`config.mk`:
```
export PLATFORM = sky130hd
export DESIGN_NAME = multicast_router
export DESIGN_NICKNAME = d
export VERILOG_FILES = /design/src/rtl/multicast_router.sv
export SDC_FILE = /design/constraint.sdc
export NUM_CORES = 1
export LEC_CHECK = 0
export CORE_ASPECT_RATIO = 1.75
export CORE_MARGIN = 5
export CORE_UTILIZATION = 52
export DETAILED_ROUTE_END_ITERATION = 16
export HOLD_SLACK_MARGIN = 0.06
export PLACE_DENSITY = 0.86
export RECOVER_POWER = 25
export SLEW_MARGIN = 20
export SYNTH_ARGS = -nofsm -noshare
export SYNTH_HDL_FRONTEND = slang
export SYNTH_SLANG_ARGS = --single-unit
export TNS_END_PERCENT = 1
```
`constraint.sdc`:
```
create_clock -name clk -period 4.57 [get_ports clk]
set_input_delay 0.6855 -clock clk [delete_from_list [all_inputs] [get_ports clk]]
set_output_delay 0.6855 -clock clk [all_outputs]
set_load 0.02 [all_outputs]
```
`src/rtl/multicast_router.sv`:
```
// Tag-matched multicast stage: delivers each input word to every column whose ID equals the tag.
// Optional broadcast on the all-ones tag is enabled with `define MULTICAST_ROUTER_BCAST_EN.
module multicast_router #(
    parameter int DATA_WIDTH     = 16,
    parameter int NUM_COL        = 4,
    parameter int ID_WIDTH       = 4,
    parameter int DROP_CNT_WIDTH = 8,
    localparam int COL_W         = (NUM_COL > 1) ? $clog2(NUM_COL) : 1
) (
    input  logic                           clk,
    input  logic                           rst,
    input  logic                           cfg_we,
    input  logic [COL_W-1:0]               cfg_col,
    input  logic [ID_WIDTH-1:0]            cfg_id,
    input  logic                           in_valid,
    output logic                           in_ready,
    input  logic [ID_WIDTH-1:0]            in_tag,
    input  logic [DATA_WIDTH-1:0]          in_data,
    output logic [NUM_COL-1:0]             out_valid,
    input  logic [NUM_COL-1:0]             out_ready,
    output logic [NUM_COL*DATA_WIDTH-1:0]  out_data,
    output logic [DROP_CNT_WIDTH-1:0]      drop_cnt
);

    logic [ID_WIDTH-1:0] col_id [NUM_COL];
    logic [NUM_COL-1:0]  match;
    logic [NUM_COL-1:0]  free;
    logic [NUM_COL-1:0]  load;
    logic                accept;
    logic                no_match;

    // NOTE: every always_comb output gets a default first so no path can infer a latch.
    always_comb begin
        match = '0;
        for (int i = 0; i < NUM_COL; i++) begin
            match[i] = (col_id[i] == in_tag);
        end
`ifdef MULTICAST_ROUTER_BCAST_EN
        if (in_tag == '1) begin
            match = '1;
        end
`endif
    end

    // A column draining on this edge can take a new word on the same edge.
    assign free     = ~out_valid | out_ready;
    assign in_ready = &(~match | free);
    assign accept   = in_valid && in_ready;
    assign load     = accept ? match : '0;
    assign no_match = ~|match;

    // NOTE: sequential state uses non-blocking assignments so all registers update from pre-edge values.
    // NOTE: the ID registers are a small register file, not RAM, so resetting them to their column index is cheap and required.
    always_ff @(posedge clk or posedge rst) begin
        if (rst) begin
            for (int i = 0; i < NUM_COL; i++) begin
                col_id[i] <= ID_WIDTH'(i);
            end
            out_valid <= '0;
            out_data  <= '0;
            drop_cnt  <= '0;
        end else begin
            // Matching above used the old ID, so a same-edge write only affects later words.
            if (cfg_we && (32'(cfg_col) < NUM_COL)) begin
                col_id[cfg_col] <= cfg_id;
            end
            for (int i = 0; i < NUM_COL; i++) begin
                if (load[i]) begin
                    out_valid[i]                       <= 1'b1;
                    out_data[i*DATA_WIDTH +: DATA_WIDTH] <= in_data;
                end else if (out_ready[i]) begin
                    out_valid[i] <= 1'b0;
                end
            end
            if (accept && no_match && (drop_cnt != '1)) begin
                drop_cnt <= drop_cnt + 1'b1;
            end
        end
    end

endmodule

```
==> flow_metrics.py <==
metrics = {
    "clock_tree": {
        "post_cts_resized": 0,
        "cts_setup_buffers": 0,
        "cts_buffer_depth": 2,
        "cts_tree": "done",
        "cts_root_buffer": "clkbuf_16",
        "cts_sinks": 92,
        "htreeDepth": 3,
        "clkTransAtPathRegs_ns": 0.06,
        "cts_buffers": 9,
        "clk-insertion-delay-late_ns": 0.34,
        "cts_hold_buf": 0,
    },
    "synth": {
        "ys_ff_latch": 92,
        "synth.avg_cell_area_sq_um": 15.93,
        "synth_nets": 287,
        "ys_types": 26,
        "ys_warn_count": 0,
        "yosysSeqAreaShare": 0.5748,
        "netlist_instances": 252,
        "syn_area_sq_um": 4014,
    },
    "route": {
        "routed_wl_mm": 9.181,
        "vias": 2521,
        "detail_route.vias_per_cell": 5.469,
        "dr.pass1.iters": 4,
        "antenna_left": 0,
        "drt_iter0_drc": 88,
        "drcViolationCount": 0,
        "wire_per_inst_um": 19.92,
    },
    "grt": {
        "antenna_found_initial": 0,
        "track_usage": 0.2026,
        "grt_pass1_wl_mm": 15.12,
        "grt_overflow": 0,
        "grt_pass1_vias": 2802,
        "grt_max_degree": 50,
    },
    "die": {
        "die_w_um": 76.42,
        "core_area_sq_um": 7567,
        "die_h_um": 126.2,
        "initial_core_util": 0.5304,
        "dieArea_sq_um": 9645,
        "io_pins": 111,
        "rows": 42,
    },
    "cells_and_area": {
        "diodes": 0,
        "fin_cells": 461,
        "drive_above_1_share": 0.2949,
        "layout.nets": 404,
        "area_growth_pct": 36.81,
    },
    "job": {
        "drv_cap": 1,
    },
    "placement": {
        "dp_slack_ns": 1.063,
        "place_congestion": 0.7855,
        "port_buffers": 110,
        "hpwl_mm": 6.631,
        "dpl.cell_count": 446,
    },
    "setup_path": {
        "crit_path_max_fanout": 4,
        "critPathSlowestCell": "clkdlybuf4s50_1",
        "cp-end-kind": "output pin",
        "critPathRequiredTime_ns": 3.88,
        "critPathKind": "in -> out",
        "ff2ff_path_depth": 5,
        "arrival_ns": 2.82,
        "crit_top_cell": "clkdlybuf4s50_1",
        "path_cells": "clkdlybuf4s50_1 -> xor2_1 -> nor4_4 -> a22oi_2 -> and2_1 -> clkdlybuf4s50_1",
        "cp_slowest_stage_delay_ns": 0.55,
        "start_kind": "input pin",
    },
    "outcome": {
        "failed_checks": "capacitance limit, slew limit",
        "status": "finished with violations",
    },
    "sta": {
        "fin_ws_ns": 1.060,
        "finalHoldViolCount": 0,
        "max_freq_ghz": 0.2849,
        "rsz0062_at_grt": "false",
        "holdWs_ns": 0.4956,
        "worst_pin_slew_ns": 1.826,
        "clock_skew_ns": 0.008712,
        "finalMaxSlewViolations": 45,
        "min_period_ns": 3.510,
        "slew_headroom": -0.2243,
        "tns_ns": 0,
        "finalSetupViolCount": 0,
        "timing.final.crit_share": 0.7680,
    },
    "power_and_ir_drop": {
        "design_power_total_mw": 3.796,
        "power.density_nw_per_um2": 691.2,
        "vdd_drop_max_uv": 531.1,
        "power_leakage_nw": 2.419,
    },
    "min_path": {
        "hold_path_class": "reg -> reg",
        "min_path_cells": 1,
    },
}
worst paths after layout:
kind                                    startpoint                        to  slack, ns
hold reg to reg            drop_cnt[4]$_DFFE_PP0P_   drop_cnt[4]$_DFFE_PP0P_       0.50
setup reg to reg             col_id[5]$_DFFE_PP1P_  out_data[38]$_DFFE_PP0P_       2.28
max in group asynchronous                      rst  out_data[19]$_DFFE_PP0P_       1.99
setup / recovery                         in_tag[1]                  in_ready       1.06
min in group asynchronous                      rst  out_data[18]$_DFFE_PP0P_       1.27
hold / removal             drop_cnt[4]$_DFFE_PP0P_   drop_cnt[4]$_DFFE_PP0P_       0.50
Yosys cell counts (all sizes together):
library cell,instances,area (sq um)
nor4,5,106.4
dfrtp,88,2202
nand3b,2,15.01
inv,1,3.750
dfstp,4,105.1
and4,2,17.52
nand4,5,91.34
a41oi,1,8.760
nand2,4,15.01
mux2,82,994.7
xor2,19,166.4
and2,2,12.51
nand2b,5,31.28
and3,7,43.79
xnor2,2,17.52
nor2b,5,31.28
nor3b,1,7.510
buf,5,50.04
nand3,4,20.02
a22oi,2,25.02
a31oi,1,6.260
and2b,4,30.03
ha,1,12.51
cells in the final DEF, fill, tap and decap left out:
cell type        count
mux2_4              19
a22oi_2              2
xor2_1              19
clkbuf_1             2
clkinvlp_2           1
nor3b_1              1
mux2_1               2
and3_1               7
and4_1               2
nand4_4              4
xnor2_1              2
dfstp_2              4
nand4_1              1
clkbuf_16            9
and2b_1              4
nand2_1              4
clkdlybuf4s50_1     98
nand3_1              4
ha_1                 1
nand3b_1             2
and2_1               2
bufinv_16            2
dlygate4sd3_1       12
buf_4                1
a41oi_1              1
clkinvlp_4           2
nor2b_1              5
nor4_4               5
mux2_2              61
nand2b_1             5
a31oi_1              1
dfrtp_1             88
power breakdown:
part | switching [mW] | leakage [nW] | internal, mW
combinational | 0.764 | 1.16 | 0.887
sequential | 0.210 | 1.12 | 1.16
clock | 0.294 | 0.142 | 0.476
total | 1.27 | 2.42 | 2.53
logic make-up (layout without fill, tap and decap cells):
kind of cell / count (synthesis) / in the layout / synth area share
mux: 82 / 82 / 0.2478
xor+xnor: 21 / 21 / 0.04582
fa+ha+maj: 1 / 1 / 0.003117
simple gates: 46 / 46 / 0.1050
compound gates: 4 / 4 / 0.009975
flops: 92 / 92 / 0.5748
buf+inv: 6 / 127 / 0.01340
worst max-delay path, delay by kind of cell:
kind / cells / cell delay, ns
AOI/OAI and AO/OA: 1 / 0.21
xor gates and xnor gates: 1 / 0.21
buffers and inverters: 2 / 1.07
and+or+nand+nor: 2 / 0.64
per-layer routing:
layer | vias up | part of all wire | global-route usage
met2 | 85 | 0.56 | 0.3641
met1 | 1285 | 0.36 | 0.2201
met4 | 0 | 0.025 | 0.08445
li1 | 1134 | - | -
met5 | - | 0 | 0
met3 | 17 | 0.052 | 0.05714
metrics by stage:
stage,utilization,cell area [sq um]
floorplan,-,4014
global placement,0.6850,5184
detailed placement,0.6850,5184
CTS,0.7257,5492
global route,0.7257,5492
finish,0.7257,5492
state kept, by name (all words and copies together), names as in the netlist:
| name | cells |
|---|---|
| out_data | 64 |
| col_id | 16 |
| drop_cnt | 8 |
| out_valid | 4 |
layout make-up:
class | count | area [sq um]
sequential | 92 | 2307
tap | 88 | 110.1
timing repair buffer | 111 | 1109
multi-input combinational | 154 | 1653
clock buffer | 11 | 232.7
fill | 518 | 2076
clock inverter | 4 | 75.07
inverter | 1 | 5.005
(Power assumes the default switching activity.)
